$ cat src/rtl/jt49_div_bank.sv
// jt49_div_bank: CH independent programmable dividers (square/pulse) with a 1-clk terminal strobe.
// Define JT49_DIV_SHADOW_EN to latch each period into a shadow register at terminal/restart.
module jt49_div_lane #(
    parameter int W = 12
) (
    input  logic         clk,
    input  logic         rst_n,
    input  logic         i_cen,
    input  logic         i_restart,
    input  logic         i_mode,
    input  logic [W-1:0] i_period,
    output logic         o_div,
    output logic         o_tick
);
    logic [W-1:0] r_count;
    logic         r_div;
    logic         r_tick;
    logic [W-1:0] w_per;
    logic [W-1:0] w_eff;
    logic         w_term;

`ifdef JT49_DIV_SHADOW_EN
    logic [W-1:0] r_act_per;

    // Zero after reset so the very first cen is terminal and picks up the period.
    always_ff @(posedge clk or negedge rst_n) begin
        if (!rst_n)
            r_act_per <= '0;
        else if (i_restart || (i_cen && w_term))
            r_act_per <= i_period;
    end

    assign w_per = r_act_per;
`else
    assign w_per = i_period;
`endif

    assign w_eff  = (w_per == '0) ? W'(1) : w_per;
    // >= rather than == so a period lowered below the count ends the interval on the next cen.
    assign w_term = (r_count >= w_eff);

    always_ff @(posedge clk or negedge rst_n) begin
        if (!rst_n) begin
            r_count <= W'(1);
            r_div   <= 1'b0;
            r_tick  <= 1'b0;
        end else if (i_restart) begin
            r_count <= W'(1);
            r_div   <= 1'b0;
            r_tick  <= 1'b0;
        end else if (i_cen) begin
            if (w_term) begin
                r_count <= W'(1);
                r_tick  <= 1'b1;
                r_div   <= i_mode ? 1'b1 : ~r_div;
            end else begin
                r_count <= r_count + W'(1);
                r_tick  <= 1'b0;
                if (i_mode)
                    r_div <= 1'b0;
            end
        end else begin
            r_tick <= 1'b0;
        end
    end

    assign o_div  = r_div;
    assign o_tick = r_tick;
endmodule

module jt49_div_bank #(
    parameter int CH = 3,
    parameter int W  = 12
) (
    input  logic          clk,
    input  logic          rst_n,
    input  logic          cen,
    input  logic [CH*W-1:0] period,
    input  logic [CH-1:0] mode,
    input  logic [CH-1:0] restart,
    output logic [CH-1:0] div,
    output logic [CH-1:0] tick
);
    logic [CH-1:0][W-1:0] w_period;

    assign w_period = period;

    for (genvar n = 0; n < CH; n++) begin : g_lane
        jt49_div_lane #(.W(W)) u_lane (
            .clk      (clk),
            .rst_n    (rst_n),
            .i_cen    (cen),
            .i_restart(restart[n]),
            .i_mode   (mode[n]),
            .i_period (w_period[n]),
            .o_div    (div[n]),
            .o_tick   (tick[n])
        );
    end
endmodule
$ cat config.mk
export PLATFORM = sky130hd
export DESIGN_NAME = jt49_div_bank
export DESIGN_NICKNAME = d
export VERILOG_FILES = /design/src/rtl/jt49_div_bank.sv
export SDC_FILE = /design/constraint.sdc
export NUM_CORES = 1
export LEC_CHECK = 0
export CORE_MARGIN = 4
export CORE_UTILIZATION = 40
export CTS_BUF_LIST = sky130_fd_sc_hd__clkbuf_16
export CTS_CLUSTER_SIZE = 30
export DETAILED_ROUTE_END_ITERATION = 12
export PLACE_DENSITY_LB_ADDON = 0.08
export SLEW_MARGIN = 40
export SYNTH_ARGS = -nofsm -noshare
export SYNTH_HDL_FRONTEND = slang
export SYNTH_SLANG_ARGS = --single-unit
export TNS_END_PERCENT = 30
$ cat constraint.sdc
create_clock -name clk -period 2.5 [get_ports clk]
set_input_delay 0.75 -clock clk [delete_from_list [all_inputs] [get_ports clk]]
set_output_delay 0.75 -clock clk [all_outputs]
set_load 0.01 [all_outputs]
# --- After elaboration in Yosys (flattened, before gate mapping) ---
# Cells that the tools add are included.
op_classes:
  bitwise_logic: 3
  reduce_logical: 12
  n_mux: 36
  n_lt_le_gt_ge: 3
  add_sub_neg: 3
op_table:
  columns: ["operator", "n"]
  rows:
  - ["two-way mux 12 bit", 12]
  - ["adder 12 x 1 -> 12 bit, second input constant", 3]
  - ["greater-or-equal comparator 12 bit", 3]
  - ["zero test 12 bit", 3]
  - ["two-way mux 1 bit", 24]
  - ["nonzero test 3 bit", 3]
  - ["AND reduction 2 bit", 3]
  - ["nonzero test 2 bit", 3]
  - ["NOT 1 bit", 3]
totals:
  input_bits: 45
  ff_bits: 42
  elab_cells: 66

# --- Longest topological paths before layout ---
# Gate-level depths: netlist (run 1).
depth:
  word_depth: 6
  depth_mapped: 10
  mapped_depth_nobuf: 9

# --- By module ---
# Synthesis (run 1) repeated with hierarchy kept, for this count alone.
unflattened:
  hier_cells: 393
  hier_area_um2: 3633.5
by_module_without_submodules:
  columns: ["mod", "cells_each", "instances", "seq_area_each_um2", "area_per_inst_um2"]
  rows:
  - ["jt49_div_lane", 131, 3, 351.6, 1211.2]

# --- Worst setup path before layout (run 1) ---
# Ideal clock, no wire load.
synth_timing:
  path_kind: "input-to-reg"
  startpoint: "input port period[3]"
  endpoint: "register g_lane[0].u_lane.r_count[9]"
  t_arrival_ps: 2733
  setup_time_ps: 67
  path_slack_ps: -300
  stages: 9
  path_cell_list: "nor4_1 a31o_2 ha_1 nand2b_4 a2111oi_4 o21ai_2 a2111oi_4 and3_1 a221o_1"
synth_via:
  elab_chain_cells: 6
synth_lines:
  columns: ["element", "line", "rtl"]
  rows:
  - ["start: declaration", "78", "input logic [CH*W-1:0] period,"]
  - ["zero test 12 bit", "38", "assign w_eff = (w_per == '0) ? W'(1) : w_per;"]
  - ["two-way mux 12 bit *", "38", null]
  - ["greater-or-equal comparator 12 bit *", "40", "assign w_term = (r_count >= w_eff);"]
  - ["two-way mux 12 bit *", "52", "if (w_term) begin"]
  - ["two-way mux 12 bit *", "51", "end else if (i_cen) begin"]
  - ["two-way mux 12 bit *", "47", "end else if (i_restart) begin"]
  - ["end signal: assignment", "57", "r_count <= r_count + W'(1);"]
  - ["end: declaration", "15", "logic [W-1:0] r_count;"]
# Mark *: on every way between the ends. The rest lies on a longest branch, timed or not. The select of a mux whose other input is x is not followed.
# A chain may end at the register's enable or synchronous reset.

# --- Worst setup path in the final report (run 1) ---
layout_timing:
  startpoint: "input port period[5]"
  endpoint: "register g_lane[0].u_lane.r_count[9]"
# The elaborated chain is that of the path after synthesis.

==> results.py, run 1 <==
metrics = {
    "clocking": {
        "cts_buffers": 5,
        "cts_tree": "built",
        "clock_sinks": 42,
        "root_buffer": "clkbuf_16",
        "insertion_delay_ns": 0.28,
        "postCtsHoldBufs": 0,
        "path_clk_slew_ns": 0.06,
        "htree_levels": 2,
        "clock_path_buffers": 2,
    },
    "sta": {
        "tightest_slew_ns": 0.4002,
        "fin_crit_sh": 1.053,
        "rsz0062_at_grt": "true",
        "setup_viol": 8,
        "finClkSkew_ns": 0.004696,
        "fmax_mhz": 379.7,
        "slew_headroom": 0.7332,
        "min_period_ns": 2.633,
        "finalWorstSetupSlack_ns": -0.1333,
        "finalMaxSlewViolations": 0,
        "finalHoldViolCount": 0,
    },
    "die": {
        "start_util": 0.4113,
        "coreArea_um2": 7687,
        "ioPinCount": 51,
        "die_h_um": 96.91,
        "die_w_um": 96.91,
        "die-area_um2": 9391,
        "std_cell_rows": 32,
    },
    "grt": {
        "globalRouteMet3Util": 0.03389,
        "busiest_layer": "met2",
        "grt_pass1_vias": 2820,
        "overflow": 0,
        "grtUsageMet1": 0.2230,
        "met2_usage": 0.2787,
        "grt_max_degree": 22,
        "grt_pass1_wl_um": 13130,
        "grt_usage": 0.1674,
        "antenna_found_initial": 0,
    },
    "layout": {
        "utilization": 0.5737,
        "area_growth_pct": 39.49,
        "layout_common_cells": "41 x inv_1, 39 x dfrtp_1, 39 x buf_4, 35 x ha_1, 30 x nor2_1",
        "fin_nets": 530,
        "final_common_cell": "inv_1",
        "diodes": 0,
        "drive_gt1_frac": 0.2774,
    },
    "critical_path": {
        "cp.arrival_ns": 2.85,
        "path_max_fanout": 6,
        "start_kind": "input pin",
        "critical_path_class": "input pin to flip-flop",
        "crit_required_ns": 2.72,
        "cp-end-kind": "flip-flop",
    },
    "placed_design": {
        "gp_congestion": 0.8677,
        "dpl.hpwl_um": 6151,
        "port_buffers": 50,
    },
    "logic_synthesis": {
        "synthDistinctLibCells": 51,
        "yosysTopAreaCell": "dfrtp_1",
        "synth_nets": 446,
        "ys_warn_count": 0,
        "ys_seq_area_frac": 0.3336,
        "netlist_instances": 362,
        "avgSynthCellArea_um2": 8.734,
        "synth_edf_count": 0,
        "synthArstFlopShare": 1.000,
        "netlist_top_cells_area": "dfrtp_1 31%, ha_1 15%, inv_1 5.0%",
        "synth_ff_type": "dfrtp_1",
        "ys_ff_latch": 42,
        "synth_top_area_frac": 0.3087,
        "syn_area_um2": 3162,
    },
    "route": {
        "detail_route.vias_per_cell": 5.177,
        "vias": 2842,
        "wl_per_cell_um": 14.11,
        "antenna_left": 0,
        "drt-initial-drc-count": 80,
        "drc": 0,
        "first_pass_iters": 4,
        "routed_wirelength_um": 7747,
    },
    "status": {
        "violations": "negative setup slack",
        "outcome": "finished, violations left",
    },
    "min_path": {
        "hp-class": "input pin to async pin",
    },
    "power": {
        "power_leakage_nw": 2.094,
        "cellPowerDensity_nw_per_um2": 378.4,
        "power_mw": 1.669,
        "vdd_drop_max_uv": 269.0,
    },
    "flow_run": {
        "drv_cap": 0,
    },
}
sequential cells by signal (all words and copies together), names as in the netlist:
signal                 count
g_lane.u_lane.o_tick       3
g_lane.u_lane.o_div        3
g_lane.u_lane.r_count     36
path summary, 6_finish.rpt:
path                                                end  slack, ns  cells past startpoint                         from
hold reg to reg             g_lane[0].u_lane.r_count[0]       0.53                      2  g_lane[0].u_lane.r_count[0]
max in group asynchronous   g_lane[2].u_lane.r_count[0]       1.50                      2                        rst_n
hold / removal             g_lane[0].u_lane.r_count[10]       0.39                      1                        rst_n
min in group clk            g_lane[0].u_lane.r_count[0]       0.53                      2  g_lane[0].u_lane.r_count[0]
setup reg to reg            g_lane[2].u_lane.r_count[4]       0.23                      7  g_lane[2].u_lane.r_count[9]
setup / recovery            g_lane[0].u_lane.r_count[9]      -0.13                     11                    period[5]
worst max-delay path, stage by stage:
cell       delay [ns]
buf_8            0.10
nor4_4           0.27
a31o_2           0.21
ha_4             0.19
nand2b_4         0.14
a2111oi_4        0.29
o21ai_2          0.11
a2111oi_4        0.34
buf_4            0.19
and3_4           0.17
a221o_1          0.09
repair_timing:
action / 4_1_cts / 5_1_grt
gates resized for setup: 116 / 15
gates cloned: 1 / 0
setup endpoints to repair: 42 / 38
setup buffers: 1 / 1
pin swaps: 41 / 12
synth_stat cells, types with 5 or more instances:
cell and count:
clkbuf_1 7, nand3_1 14, xnor2_1 5, nor3_1 22, nand4_1 10, o21ai_0 13
nand2_1 26, nor2b_1 5, nand2b_1 5, inv_1 42, nor4_1 7, and3_1 6
ha_1 39, a21oi_1 18, xor2_1 17, nor2_1 30, dfrtp_1 39, buf_4 6
final cells by class:
class	count	area (um^2)
Clock buffer	5	125.1
Clock inverter	3	16.27
Fill cell	737	3277
Inverter	42	157.7
Multi-Input combinational cell	265	2161
Sequential cell	42	1055
Tap cell	102	127.6
Timing Repair Buffer	90	768.2
per-stage QoR:
stage / instances / hold slack [ns] / TNS (ns) / area (um^2) / worst slack [ns]
3_3_place_gp: 538 / 0.5227 / -26.25 / 4050 / -0.7862
5_1_grt: 549 / 0.4135 / -2.355 / 4410 / -0.2595
3_5_place_dp: 538 / 0.5267 / -27.37 / 4050 / -0.8274
2_1_floorplan: 362 / 0.4544 / -1.796 / 3206 / -0.2495
4_1_cts: 548 / 0.4066 / -1.376 / 4332 / -0.1784
6_report: 549 / 0.3904 / -0.5585 / 4410 / -0.1333
logic make-up (layout without fill, tap and decap cells):
group / Yosys count / count (layout) / share of synthesized area
adder cells (fa/ha/maj): 39 / 39 / 0.1543
flip-flops: 42 / 42 / 0.3336
AO/OA/AOI/OAI: 64 / 64 / 0.1528
XOR/XNOR: 22 / 22 / 0.06094
buffers and inverters: 56 / 140 / 0.07400
AND/OR/NAND/NOR: 139 / 140 / 0.2244
layer usage:
| metal | vias up | share of wire |
|---|---|---|
| met2 | 43 | 0.49 |
| met4 | 0 | 0.015 |
| met1 | 1348 | 0.47 |
| met3 | 10 | 0.029 |
| met5 | - | 0 |
| li1 | 1441 | - |
report_power, final:
group	internal, mW	switching [mW]
combinational	0.163	0.151
clock	0.365	0.272
sequential	0.698	0.0205
Note: power is estimated with default switching activity, not from simulation.
==> inputs of run 2 (changes only) <==
--- a/config.mk
+++ b/config.mk
@@ -5,6 +5,7 @@
 export SDC_FILE = /design/constraint.sdc
 export NUM_CORES = 1
 export LEC_CHECK = 0
+export ABC_AREA = 0
 export CORE_MARGIN = 4
 export CORE_UTILIZATION = 40
 export CTS_BUF_LIST = sky130_fd_sc_hd__clkbuf_16
==> results of run 2 <==
The final DEF is identical to that of run 1; final timing and power are the same.
==> inputs of run 3 (changes only) <==
--- a/config.mk
+++ b/config.mk
@@ -11,7 +11,9 @@
 export CTS_BUF_LIST = sky130_fd_sc_hd__clkbuf_16
 export CTS_CLUSTER_SIZE = 30
 export DETAILED_ROUTE_END_ITERATION = 12
+export GPL_TIMING_DRIVEN = 0
 export PLACE_DENSITY_LB_ADDON = 0.08
+export SETUP_SLACK_MARGIN = 0.5
 export SLEW_MARGIN = 40
 export SYNTH_ARGS = -nofsm -noshare
 export SYNTH_HDL_FRONTEND = slang
==> results.py, run 3 (synthesis gave the netlist of run 1 again) <==
metrics = {
    "status": {
        "outcome": "finished, violations left",
        "violations": "negative setup slack",
    },
    "clocking": {
        "clock_path_buffers": 2,
        "cts_buffers": 5,
        "path_clk_slew_ns": 0.06,
        "root_buffer": "clkbuf_16",
        "insertion_delay_ns": 0.28,
        "htree_levels": 2,
        "cts_tree": "built",
        "clock_sinks": 42,
    },
    "critical_path": {
        "cpMostUsedCell": "a2111oi_4",
        "crit_path_start": "period[11]",
        "cp-end-kind": "flip-flop",
        "r2r_slack_ns": 0.23,
        "slowest_delay_ns": 0.31,
        "rr_endpoint": "g_lane[2].u_lane.r_count[4]",
        "path_max_fanout": 8,
        "crit_end": "g_lane[0].u_lane.r_count[8]",
        "cp_top_family": "compound AO/OA/AOI/OAI gates",
        "cp.depth": 11,
        "critical_path_class": "input pin to flip-flop",
        "cp.arrival_ns": 2.83,
        "start_kind": "input pin",
        "crit_chain": "buf_6 -> nor4_4 -> a31o_2 -> ha_4 -> nand2b_4 -> a2111oi_4 -> o21ai_2 -> a2111oi_4 -> buf_4 -> a21oi_1 -> a31oi_1",
        "r2r_start": "g_lane[2].u_lane.r_count[9]",
        "crit_required_ns": 2.71,
        "critPathBufInv": 2,
        "worst_path_max_delay_cell": "a2111oi_4",
        "ff2ff_path_depth": 7,
    },
    "route": {
        "drt-initial-drc-count": 100,
        "routed_wirelength_um": 7621,
        "vias": 2763,
        "drc": 0,
        "antenna_left": 0,
        "first_pass_iters": 6,
        "wl_per_cell_um": 14.41,
        "detail_route.vias_per_cell": 5.223,
    },
    "sta": {
        "finalHoldViolCount": 0,
        "slew_headroom": 0.5251,
        "setup_tns_ns": -0.3720,
        "finClkSkew_ns": 0.007730,
        "fin_crit_sh": 1.052,
        "fmax_mhz": 380.3,
        "min_period_ns": 2.629,
        "rsz0062_at_grt": "true",
        "finalWorstSetupSlack_ns": -0.1294,
        "tightest_slew_ns": 0.7124,
        "setup_viol": 6,
        "finalMaxSlewViolations": 0,
    },
    "power": {
        "cellPowerDensity_nw_per_um2": 381.9,
        "p_int_mw": 1.217,
        "share_comb_of_total_power": 0.190,
        "switching_share": 0.2667,
        "p_clk_frac": 0.377,
        "vdd_drop_max_uv": 233.4,
        "power_leakage_nw": 2.033,
        "p_switching_mw": 0.4425,
        "power_mw": 1.659,
        "pwr-share-seq": 0.434,
    },
    "placed_design": {
        "port_buffers": 48,
        "dpl.hpwl_um": 5632,
        "gp_congestion": 0.8060,
        "placed_cell_area_um2": 3839,
        "dp_cells": 513,
    },
    "layout": {
        "fin_nets": 510,
        "final_common_cell": "inv_1",
        "largest_register_ffs": 36,
        "drive_gt1_frac": 0.2974,
        "area_growth_pct": 37.40,
        "utilization": 0.5651,
        "fin_cells": 529,
        "diodes": 0,
        "design_area_um2": 4344,
        "largest-register": "g_lane.u_lane.r_count",
        "layout_common_cells": "42 x inv_1, 39 x dfrtp_1, 35 x ha_1, 26 x nand2_1, 26 x nor2_1",
    },
    "grt": {
        "antenna_found_initial": 0,
        "grt_pass1_wl_um": 12990,
        "globalRouteMet3Util": 0.03100,
        "met2_usage": 0.2654,
        "grt_pass1_vias": 2762,
        "grtUsageMet1": 0.2322,
        "grt_max_degree": 43,
        "busiest_layer": "met2",
        "overflow": 0,
        "grt_usage": 0.1663,
    },
    "die": {
        "die_h_um": 96.91,
        "die-area_um2": 9391,
        "std_cell_rows": 32,
        "start_util": 0.4113,
        "ioPinCount": 51,
        "coreArea_um2": 7687,
        "die_w_um": 96.91,
    },
    "flow_run": {
        "drv_cap": 0,
    },
    "min_path": {
        "hp-class": "input pin to async pin",
    },
}
run 3: cell types whose count changed in the layout (fill, tap and decap cells not counted), moves of 6 or more:
cell	previous run	this run
buf_4	39	16
buf_6	2	16
clkbuf_2	0	7
clkdlybuf4s50_1	14	6
dlygate4sd2_1	18	4
nor3_2	16	10
run 3: power groups by stage:
stage	registers, mW	logic, mW	clock network (mW)
floorplan	0.725	0.142	0
global placement	0.732	0.262	0
detailed placement	0.732	0.273	0
CTS	0.720	0.300	0.646
global route	0.722	0.355	0.683
finish	0.720	0.314	0.625
run 3: worst min-delay path by stage:
| stage | slack (ns) | end | start |
|---|---|---|---|
| floorplan | 0.45 | g_lane[0].u_lane.o_div | rst_n |
| global placement | 0.52 | g_lane[0].u_lane.r_count[0] | g_lane[0].u_lane.r_count[0] |
| CTS | 0.43 | g_lane[1].u_lane.r_count[5] | rst_n |
| detailed placement | 0.52 | g_lane[0].u_lane.r_count[0] | g_lane[0].u_lane.r_count[0] |
| global route | 0.43 | g_lane[1].u_lane.r_count[5] | rst_n |
| finish | 0.42 | g_lane[1].u_lane.r_count[5] | rst_n |
run 3: timing repair:
action                                  CTS  global route
setup buffers                             6             1
pin swaps                                59            31
endpoints found under the setup margin   46            43
resized for setup                       200            23
cloned                                    1             0
hold buffers                              0             0
run 3: metrics by stage:
step                worst slack, ns  hold WS (ns)
detailed placement          -0.9639        0.5209
global placement            -0.9342        0.5169
CTS                         -0.2007        0.4323
finish                      -0.1294        0.4205
floorplan                   -0.2495        0.4544
global route                -0.2508        0.4342
run 3: area by class of cell:
cell class / count / area [um^2]
fill: 722 / 3343
multi-input combinational: 264 / 2250
sequential: 42 / 1055
timing repair buffer: 57 / 526.8
inverter: 42 / 157.7
tap: 102 / 127.6
clock buffer: 5 / 125.1
buffer: 14 / 86.33
clock inverter: 3 / 16.27
run 3: metal layers:
| metal | wire (um) | up-vias |
|---|---|---|
| met5 | 0 | - |
| met1 | 3533 | 1294 |
| met2 | 3656 | 56 |
| li1 | - | 1404 |
| met4 | 94 | 0 |
| met3 | 336 | 9 |
